### src/rtl/bk_sd_sequencer_if.sv
// rtl/bk_sd_sequencer_if.sv - sector request/ack handshake between sequencer and HPS SD image
interface bk_sd_sequencer_if #(
  parameter int LBA_W = 32
);
  logic [LBA_W-1:0] sd_lba;
  logic             sd_rd;
  logic             sd_wr;
  logic             sd_ack;

  modport master (output sd_lba, sd_rd, sd_wr, input sd_ack);
  modport slave  (input sd_lba, sd_rd, sd_wr, output sd_ack);
endinterface

### src/rtl/bk_sd_sequencer.sv
// rtl/bk_sd_sequencer.sv - BSRAM <-> SD image sector sequencer; optional BK_DIRTY_TRACK_EN skips clean saves
module bk_sd_sequencer #(
  parameter int LBA_W    = 32,
  parameter int MASK_W   = 24,
  parameter int BLK_BITS = 9,
  parameter int TIMEOUT  = 2**24
) (
  input  logic              clk_sys,
  input  logic              reset,
  input  logic              download,
  input  logic              img_mounted,
  input  logic              img_size_nz,
  input  logic              img_readonly,
  input  logic              load_req,
  input  logic              save_req,
  input  logic [MASK_W-1:0] ram_mask,
  input  logic              bsram_wr,
  bk_sd_sequencer_if.master sd,
  output logic              bk_ena,
  output logic              loading,
  output logic              busy,
  output logic              done,
  output logic              err
);
  typedef enum logic [1:0] {IDLE, REQ, XFER} state_t;

  state_t           state;
  logic             old_dl;
  logic             old_load;
  logic             old_save;
  logic             old_ack;
  logic [31:0]      timer;
  logic [LBA_W-1:0] last;
  logic             dl_rise;
  logic             dl_fall;
  logic             load_edge;
  logic             save_edge;
  logic             ack_rise;
  logic             ack_fall;
  logic             is_load;
  logic             skip_save;
  logic             start;
  logic             time_up;

  assign last      = LBA_W'(ram_mask >> BLK_BITS);
  assign dl_rise   = download & ~old_dl;
  assign dl_fall   = ~download & old_dl;
  assign load_edge = load_req & bk_ena & ~old_load;
  assign save_edge = save_req & bk_ena & ~old_save;
  assign ack_rise  = sd.sd_ack & ~old_ack;
  assign ack_fall  = ~sd.sd_ack & old_ack;
  // Auto-load after a ROM download outranks user requests; load beats save.
  assign is_load   = (dl_fall & bk_ena) | load_edge;
  assign time_up   = (TIMEOUT != 0) && (timer == 32'(TIMEOUT - 1));

`ifdef BK_DIRTY_TRACK_EN
  logic dirty;
  assign skip_save = ~is_load & save_edge & ~dirty;
`else
  logic unused_bsram_wr;
  assign unused_bsram_wr = bsram_wr;
  assign skip_save       = 1'b0;
`endif

  assign start = is_load | (save_edge & ~skip_save);

  always_ff @(posedge clk_sys) begin
    if (!reset) begin
      state     <= IDLE;
      old_dl    <= 1'b0;
      old_load  <= 1'b0;
      old_save  <= 1'b0;
      old_ack   <= 1'b0;
      timer     <= '0;
      sd.sd_lba <= '0;
      sd.sd_rd  <= 1'b0;
      sd.sd_wr  <= 1'b0;
      bk_ena    <= 1'b0;
      loading   <= 1'b0;
      busy      <= 1'b0;
      done      <= 1'b0;
      err       <= 1'b0;
`ifdef BK_DIRTY_TRACK_EN
      dirty     <= 1'b0;
`endif
    end else begin
      old_dl   <= download;
      old_load <= load_req & bk_ena;
      old_save <= save_req & bk_ena;
      old_ack  <= sd.sd_ack;
      done     <= 1'b0;
      err      <= 1'b0;

      if (dl_rise) bk_ena <= 1'b0;
      if (download & img_mounted & img_size_nz & ~img_readonly) bk_ena <= 1'b1;

      // A new ROM download invalidates whatever is in flight, silently.
      if (dl_rise && state != IDLE) begin
        sd.sd_rd <= 1'b0;
        sd.sd_wr <= 1'b0;
        busy     <= 1'b0;
        loading  <= 1'b0;
        state    <= IDLE;
      end else begin
        case (state)
          IDLE: begin
            if (start) begin
              sd.sd_lba <= '0;
              sd.sd_rd  <= is_load;
              sd.sd_wr  <= ~is_load;
              loading   <= is_load;
              busy      <= 1'b1;
              timer     <= '0;
              state     <= REQ;
            end else if (skip_save) begin
              done <= 1'b1;
            end
          end
          REQ: begin
            if (ack_rise) begin
              sd.sd_rd <= 1'b0;
              sd.sd_wr <= 1'b0;
              state    <= XFER;
            end else if (time_up) begin
              sd.sd_rd <= 1'b0;
              sd.sd_wr <= 1'b0;
              busy     <= 1'b0;
              loading  <= 1'b0;
              err      <= 1'b1;
              state    <= IDLE;
            end else begin
              timer <= timer + 32'd1;
            end
          end
          XFER: begin
            if (ack_fall) begin
              if (sd.sd_lba >= last) begin
                busy    <= 1'b0;
                loading <= 1'b0;
                done    <= 1'b1;
                state   <= IDLE;
`ifdef BK_DIRTY_TRACK_EN
                dirty   <= 1'b0;
`endif
              end else begin
                sd.sd_lba <= sd.sd_lba + 1'b1;
                sd.sd_rd  <= loading;
                sd.sd_wr  <= ~loading;
                timer     <= '0;
                state     <= REQ;
              end
            end
          end
          default: state <= IDLE;
        endcase
      end
`ifdef BK_DIRTY_TRACK_EN
      // A write landing with a save's completion must survive for the next save.
      if (bsram_wr && !loading) dirty <= 1'b1;
`endif
    end
  end
endmodule

### src/flat_wrapper.sv
// flat-port wrapper written by rule: the top's interface ports become plain ports
module bk_sd_sequencer_flat 
#(
  parameter int LBA_W    = 32,
  parameter int MASK_W   = 24,
  parameter int BLK_BITS = 9,
  parameter int TIMEOUT  = 2**24
)
  (clk_sys, reset, download, img_mounted, img_size_nz, img_readonly, load_req, save_req, ram_mask, bsram_wr, bk_ena, loading, busy, done, err, sd_sd_lba, sd_sd_rd, sd_sd_wr, sd_sd_ack);
  bk_sd_sequencer_if #(.LBA_W(LBA_W)) sd_i ();
  input  logic clk_sys;
  input  logic reset;
  input  logic download;
  input  logic img_mounted;
  input  logic img_size_nz;
  input  logic img_readonly;
  input  logic load_req;
  input  logic save_req;
  input  logic [MASK_W-1:0] ram_mask;
  input  logic bsram_wr;
  output logic bk_ena;
  output logic loading;
  output logic busy;
  output logic done;
  output logic err;
  output wire logic [$bits(sd_i.sd_lba)-1:0] sd_sd_lba;
  output wire logic [$bits(sd_i.sd_rd)-1:0] sd_sd_rd;
  output wire logic [$bits(sd_i.sd_wr)-1:0] sd_sd_wr;
  input wire logic [$bits(sd_i.sd_ack)-1:0] sd_sd_ack;
  assign sd_sd_lba = sd_i.sd_lba;
  assign sd_sd_rd = sd_i.sd_rd;
  assign sd_sd_wr = sd_i.sd_wr;
  assign sd_i.sd_ack = sd_sd_ack;
  bk_sd_sequencer #(.LBA_W(LBA_W), .MASK_W(MASK_W), .BLK_BITS(BLK_BITS), .TIMEOUT(TIMEOUT)) u_core (.clk_sys(clk_sys), .reset(reset), .download(download), .img_mounted(img_mounted), .img_size_nz(img_size_nz), .img_readonly(img_readonly), .load_req(load_req), .save_req(save_req), .ram_mask(ram_mask), .bsram_wr(bsram_wr), .sd(sd_i), .bk_ena(bk_ena), .loading(loading), .busy(busy), .done(done), .err(err));
endmodule
### config.mk
export PLATFORM = sky130hd
export DESIGN_NAME = bk_sd_sequencer_flat
export DESIGN_NICKNAME = d
export VERILOG_FILES = /design/src/rtl/bk_sd_sequencer_if.sv /design/src/rtl/bk_sd_sequencer.sv /design/src/flat_wrapper.sv
export SDC_FILE = /design/constraint.sdc
export NUM_CORES = 1
export LEC_CHECK = 0
export BUFFER_PORTS_ARGS = -buffer_cell sky130_fd_sc_hd__buf_2
export CORE_ASPECT_RATIO = 1.5
export CORE_MARGIN = 10
export CORE_UTILIZATION = 40
export CTS_BUF_LIST = sky130_fd_sc_hd__clkbuf_8
export DETAILED_ROUTE_END_ITERATION = 16
export HOLD_SLACK_MARGIN = 0.15
export SLEW_MARGIN = 20
export SYNTH_ARGS = -nofsm -noshare
export SYNTH_HDL_FRONTEND = slang
export SYNTH_SLANG_ARGS = --single-unit
### constraint.sdc
create_clock -name clk_sys -period 8.45 [get_ports clk_sys]
set_input_delay 1.69 -clock clk_sys [delete_from_list [all_inputs] [get_ports clk_sys]]
set_output_delay 1.69 -clock clk_sys [all_outputs]
set_load 0.05 [all_outputs]
[After elaboration in Yosys (flattened, before gate mapping)]
Cells that the tools add are included.
Storage, ports and cells
  register bits: 77
  output and inout port bits: 39
  word-level logic and storage cells: 105
Operators by class
  $add $sub $neg: 2
  magnitude comparators: 1
  equal/unequal tests: 11
  muxes and demuxes: 35
  bitwise gates (word level): 28
  reductions and logical operators: 14
Operator list (count)
  $mux 32: 7
  $pmux 32 s3: 1
  $add 32x1->32 const B: 2
  $pmux 32 s2: 1
  $eq 32x24->1 const B: 1
  $ge 32x15->1: 1
  $mux 1: 17
  $not 1->1: 14
  $and 1x1->1: 12
  $pmux 1 s3: 4
  $reduce_and 5->1: 2
  $mux 2: 4
  $ne 2x1->1 const B: 4
  $reduce_or 4->1: 2
  $reduce_and 7->1: 1
  $ne 2x2->1 const B: 3
  $pmux 2 s3: 1
  $reduce_and 6->1: 1
  $reduce_bool 2->1: 3
  $ne 3x1->1 const B: 1
  $reduce_and 3->1: 1
  $reduce_bool 3->1: 1
  $eq 2x1->1 const B: 1
  $eq 2x2->1 const B: 1
  other kinds (4): 5

[Logic depth before layout (Yosys ltp)]
Gate-level depths: netlist (run 1).
  depth in word-level cells: 7
  mapped depth: 11

[Worst setup path after synthesis (run 1)]
Ideal clock, no wire load.
  path type: input to register
  start point: input port ram_mask[10]
  end point: register u_core.timer[27]
  data arrival time: 3910 ps
  data required time: 8380 ps
  slack: 4470 ps
  stages on the path: 10
  buffers on the path: 1
  path through: inv_1 ha_1 nor2b_1 o211a_1 o311ai_2 a31oi_1 buf_2 or4_4 or3_1 a21oi_1
On the way
  word-level cells in the longest chain between the ends: 3
Ends and longest elaborated chain
  from (decl): line flat_wrapper.sv:19  | input logic [MASK_W-1:0] ram_mask;
  $ge 32x15->1: line bk_sd_sequencer.sv:137  | if (sd.sd_lba >= last) begin
  $ne 2x2->1 (no line)
  $reduce_and 7->1 (no line)
  to (signal assigned): line bk_sd_sequencer.sv:132  | timer <= timer + 32'd1;
  to (decl): line bk_sd_sequencer.sv:32  | logic [31:0] timer;
Every way passes these cells.
A chain may end at the register's enable or synchronous reset.

[Final worst setup path (run 1)]
  start point: input port ram_mask[23]
  end point: register u_core.sd.sd_lba[24]
On the way
  word-level cells in the longest chain between the ends: 3
Ends and longest elaborated chain
  $ge 32x15->1: line bk_sd_sequencer.sv:137
  $ne 2x2->1 (no line)
  $reduce_and 5->1 (no line)
  to (signal assigned): line bk_sd_sequencer.sv:146  | sd.sd_lba <= sd.sd_lba + 1'b1;
  to (decl): line bk_sd_sequencer_if.sv:10  | modport master (output sd_lba, sd_rd, sd_wr, input sd_ack);
Every way passes these cells.

==> results of run 1 <==
## power by group through the flow
| stage | combinational (mW) | sequential [mW] | clock, mW |
|---|---|---|---|
| after detailed placement | 0.236 | 0.389 | 0 |
| after floorplan | 0.158 | 0.407 | 0 |
| final | 0.236 | 0.380 | 0.276 |
| after CTS | 0.238 | 0.381 | 0.282 |
| after global placement | 0.233 | 0.388 | 0 |
| after global routing | 0.259 | 0.382 | 0.296 |
## flip-flops by register name, summed over array words and instances (netlist names)
register          flops
u_core.sd.sd_wr       1
u_core.err            1
u_core.busy           1
u_core.timer         32
u_core.old_save       1
u_core.state          2
u_core.done           1
u_core.bk_ena         1
u_core.old_ack        1
u_core.loading        1
u_core.old_load       1
u_core.sd.sd_lba     32
u_core.old_dl         1
u_core.sd.sd_rd       1
## worst paths after layout
path	startpoint	endpoint	slack, ns	cells past startpoint
min reg2reg	u_core.busy	u_core.busy	0.46	2
max	ram_mask[23]	u_core.sd.sd_lba[24]	4.26	11
min	u_core.busy	u_core.busy	0.46	2
max reg2reg	u_core.sd.sd_lba[14]	u_core.sd.sd_lba[24]	5.30	9
## layout make-up
| cell class | instances | area, um^2 |
|---|---|---|
| clock inverter | 6 | 55.1 |
| tap | 117 | 146 |
| inverter | 25 | 93.8 |
| fill | 1008 | 5380 |
| multi-input combinational | 375 | 2390 |
| sequential | 77 | 1540 |
| timing repair buffer | 65 | 333 |
| clock buffer | 10 | 138 |
## routing by layer
layer / part of all wire / up-vias / routed length (um) / global-route usage
met3: 0.040 / 10 / 423 / 0.0375
met4: 0.0085 / 0 / 90 / 0.0492
met2: 0.54 / 65 / 5650 / 0.265
li1: - / 1891 / - / -
met5: 0 / - / 0 / 0
met1: 0.41 / 1780 / 4360 / 0.161
## kinds of logic (layout without fill, tap and decap cells)
family,count (synthesis),after routing
AOI/OAI and AO/OA,83,83
xor gates and xnor gates,22,22
adders and majority gates,21,21
buffers and inverters,44,106
DFF,77,77
muxes,2,2
and+or+nand+nor,247,247
## Yosys cell counts, drive strengths merged, types with 2 or more instances
| cell type | count |
|---|---|
| o211ai | 2 |
| o22ai | 7 |
| and3 | 14 |
| nor2 | 45 |
| o21ai | 18 |
| xnor2 | 20 |
| o21a | 4 |
| or2 | 7 |
| nor4 | 10 |
| nand2b | 5 |
| or3b | 4 |
| and4 | 2 |
| nand2 | 40 |
| a211oi | 2 |
| nand3 | 22 |
| dfxtp | 77 |
| o211a | 2 |
| nand3b | 4 |
| nand4 | 14 |
| mux2i | 2 |
| and2 | 22 |
| nor4b | 5 |
| buf | 4 |
| ha | 21 |
| clkbuf | 15 |
| or4 | 10 |
| nor3b | 4 |
| a31oi | 4 |
| a21oi | 28 |
| o31ai | 5 |
| inv | 25 |
| nor2b | 6 |
| nand4b | 4 |
| xor2 | 2 |
| nor3 | 15 |
| or3 | 12 |
## worst max-delay path, cell delays in order
cell and delay, ns:
buf_2 0.07, inv_1 0.03, ha_1 0.30, nand4b_1 0.14
nor3_1 0.55, o311ai_2 0.32, a31oi_2 0.40, buf_4 0.34
nand4bb_1 0.31, nor4_1 0.11, o21a_1 0.17
==> run_results.csv, run 1 <==
group,metric,value,unit
floorplan,die_h,144,um
floorplan,core.rowCount,45,
placed_design,place_hpwl,8090,um
logic_synthesis,synth_compound_area_frac,0.129,
global_route,gr-usage-all-layers,0.147,
pwr,clockPowerShare,0.310,
pwr,p_sw,0.308,mW
sta,fin_crit,4.19,ns
cts,path_clk_slew,0.08,ns
detailed_routing,drtIter0Drc,134,
job,cap_violations,0,
detailed_routing,wl_per_cell,15.6,um
setup_path,arrival,4.44,ns
placed_design,place_area,4510,um^2
layout,syn_to_final_growth,14.8,%
status,status,"completed",
placed_design,dp_cells,659,
global_route,grt_antenna_before_repair,0,
cts,htreeDepth,3,
cts,cts_sinks,77,
cts,cts_buffers,9,
logic_synthesis,syn_nets,551,
logic_synthesis,synth_warnings,0,
logic_synthesis,netlist_area,4090,um^2
cts,post_cts_buffers,0,
pwr,seqPwrFrac,0.426,
layout,final_area,4700,um^2
placed_design,gp_congestion,0.877,
logic_synthesis,synth_xor_area_frac,0.0471,
pwr,power_density,190,nW/um^2
logic_synthesis,synthArstFlopShare,0,
layout,finalNetCount,608,
setup_path,cp_max_fo,25,
placed_design,dpl_worst_slack,3.84,ns
logic_synthesis,synth_flop_cell,"dfxtp_1",
pwr,p_int,0.585,mW
cts,postCtsHoldBufs,0,
logic_synthesis,synth_top_cell_area_share,0.377,
logic_synthesis,synth_mux_area_frac,0.00489,
pwr,p_leak,1.90,nW
pwr,total_power,0.892,mW
floorplan,start_util,0.406,
cts,cts_root_buffer,"clkbuf_8",
pwr,swShare,0.345,
global_route,grt_max_degree,30,
hold_path,hp-class,"reg2reg",
logic_synthesis,syn_inst,496,
sta,worst_pin_slew,0.772,ns
detailed_routing,vias,3746,
detailed_routing,firstDrtPassIters,5,
logic_synthesis,avgSynthCellArea,8.25,um^2
layout,final_cell_mix,"77 x dfxtp_1, 62 x buf_2, 45 x nor2_1",
logic_synthesis,synth_simple_gate_area_frac,0.336,
cts,cts_tree,"done",
sta,hold_viol,0,
sta,tns,0,ns
detailed_routing,routed_wl,10500,um
global_route,grt_pass1_wl,17600,um
sta,slew_headroom,0.484,
layout,stdcell_count,675,
global_route,overflow,0,
floorplan,fp.dieW,103,um
logic_synthesis,synth_top_family_by_area,"simple AND/OR/NAND/NOR gates",
sta,whs,0.465,ns
logic_synthesis,ys_types,58,
layout,antenna_cells,0,
placed_design,port_buffers,62,
detailed_routing,drc,0,
cts,ctsResizeCount,0,
floorplan,die_area,14800,um^2
cts,cts.path.max_buffers,2,
floorplan,pin_count,73,
setup_path,crit_required,8.70,ns
setup_path,crit_type,"in2reg",
logic_synthesis,synth_area_leaders,"dfxtp_1 38%, ha_1 6.4%, xnor2_1 4.3%",
sta,final-max-slew-violation-count,0,
global_route,grt_pass1_vias,3693,
logic_synthesis,synthAdderAreaFrac,0.0642,
logic_synthesis,synth_edf_count,0,
sta,setup_viol,0,
sta,rsz0062_at_grt,"no",
pwr,p_comb_frac,0.264,
pwr,vdd_ir_drop_max,0.129,mV
layout,layout_commonest_cell,"dfxtp_1",
cts,clkLatencyLatePin,0.36,ns
detailed_routing,ant_nets,0,
sta,clock.fmax,0.239,GHz
layout,fin_util,0.466,
logic_synthesis,synth-seq-area-share,0.377,
logic_synthesis,yosysTopAreaCell,"dfxtp_1",
detailed_routing,viasPerCell,5.55,
logic_synthesis,ys_ff_latch,77,
sta,layout_setup_ws,4.26,ns
floorplan,core-area,10100,um^2
setup_path,critPathCaptureType,"flop",
sta,finalCritPeriodShare,0.496,
layout,drive_gt1_frac,0.170,
sta,skew,0.0167,ns
setup_path,cp-start-kind,"primary input",
Note: power is estimated with default switching activity, not from simulation.
==> inputs of run 2 (changes only) <==
Clock period 8.45 ns to 3.59 ns, I/O delays scaled along.
==> run 2 against run 1 <==
Critical path depth is the same; largest power group unchanged; die area is the same; largest cell class unchanged; worst setup slack lost 3.7 ns; clock skew shrank 0.0024 ns.
==> run_results.csv, run 2 (synthesis results as in run 1) <==
group,metric,value,unit
status,status,"completed",
global_route,gr-usage-all-layers,0.152,
sta,finalCritPeriodShare,0.852,
layout,antenna_cells,0,
setup_path,cp-start-kind,"primary input",
detailed_routing,wl_per_cell,15.5,um
detailed_routing,routed_wl,10600,um
floorplan,core-area,10100,um^2
layout,reg_top3,"u_core.sd.sd_lba (32), u_core.timer (32), u_core.state (2)",
sta,final-max-slew-violation-count,0,
global_route,grt_antenna_before_repair,0,
sta,skew,0.0142,ns
detailed_routing,viasPerCell,5.55,
layout,syn_to_final_growth,17.2,%
hold_path,hp-class,"reg2reg",
sta,clock.fmax,0.327,GHz
pwr,power_density,454,nW/um^2
global_route,grt_max_degree,30,
layout,drive_gt1_frac,0.188,
cts,htreeDepth,3,
global_route,grt_pass1_wl,18200,um
setup_path,crit_type,"in2reg",
cts,cts_sinks,77,
setup_path,critPathLaunch,"ram_mask[10]",
sta,fin_crit,3.06,ns
job,cap_violations,0,
hold_path,hold_start,"u_core.busy",
detailed_routing,ant_nets,0,
floorplan,die_h,144,um
setup_path,critPathCaptureType,"flop",
floorplan,core.rowCount,45,
cts,ctsResizeCount,0,
floorplan,start_util,0.406,
sta,tns,0,ns
cts,clkLatencyLatePin,0.37,ns
layout,final_cell_mix,"77 x dfxtp_1, 62 x buf_2, 45 x nor2_1",
cts,cts.path.max_buffers,2,
detailed_routing,drtIter0Drc,165,
cts,postCtsHoldBufs,0,
sta,rsz0062_at_grt,"no",
cts,path_clk_slew,0.08,ns
layout,final_area,4800,um^2
cts,cts_tree,"done",
global_route,overflow,0,
setup_path,cp_max_fo,6,
placed_design,port_buffers,62,
floorplan,fp.dieW,103,um
cts,cts_root_buffer,"clkbuf_8",
cts,post_cts_buffers,0,
sta,worst_pin_slew,0.768,ns
setup_path,crit_required,3.88,ns
detailed_routing,vias,3804,
floorplan,die_area,14800,um^2
placed_design,place_hpwl,8170,um
cts,cts_buffers,9,
layout,finalNetCount,618,
sta,slew_headroom,0.486,
sta,setup_viol,0,
detailed_routing,drc,0,
layout,layout_commonest_cell,"dfxtp_1",
placed_design,gp_congestion,0.876,
setup_path,regToRegStartpoint,"u_core.sd.sd_lba[1]",
pwr,vdd_ir_drop_max,0.266,mV
floorplan,pin_count,73,
placed_design,place_area,4600,um^2
detailed_routing,firstDrtPassIters,4,
sta,hold_viol,0,
pwr,p_leak,1.95,nW
global_route,grt_pass1_vias,3881,
setup_path,arrival,3.35,ns
run 2: through the flow:
| stage | hold slack, ns | utilization | power (mW) | std cells | setup WS, ns |
|---|---|---|---|---|---|
| after floorplan | 0.464 | - | 1.33 | 496 | 0.582 |
| after CTS | 0.468 | 0.476 | 2.20 | 685 | 0.453 |
| final | 0.464 | 0.476 | 2.18 | 685 | 0.531 |
| after global placement | 0.453 | 0.456 | 1.51 | 669 | 0.0814 |
| after detailed placement | 0.453 | 0.456 | 1.53 | 669 | 0.0704 |
| after global routing | 0.505 | 0.476 | 2.30 | 685 | 0.297 |
run 2: routing by layer:
metal	share of wire	track usage
met2	0.53	0.272
met1	0.41	0.164
met3	0.040	0.0399
met5	0	0
met4	0.017	0.0574
run 2: report_power, final:
group          internal, mW  switching, mW  leakage, nW
Combinational         0.213          0.400         1.23
Clock                 0.325          0.348        0.101
Sequential            0.876         0.0175        0.621
Total                  1.41          0.765         1.95
run 2: area by class of cell:
class,count,area [um^2]
Clock inverter,7,76.3
Timing Repair Buffer,75,420
Sequential cell,77,1540
Inverter,25,93.8
Fill cell,984,5280
Multi-Input combinational cell,375,2390
Tap cell,117,146
Clock buffer,9,124
run 2: final timing paths:
kind                      endpoint  cells after the start  slack, ns
setup / recovery  u_core.timer[31]                     11       0.53
hold / removal         u_core.busy                      2       0.46
setup reg to reg  u_core.timer[31]                      9       0.57
hold reg to reg        u_core.busy                      2       0.46
run 2: critical path, stage by stage:
cell and delay [ns]:
buf_2 0.07, inv_1 0.03, ha_1 0.27, nor2b_1 0.14, o211a_1 0.21, o311ai_2 0.40
a31oi_2 0.24, buf_4 0.21, or4_4 0.57, or3_1 0.36, a21oi_1 0.13
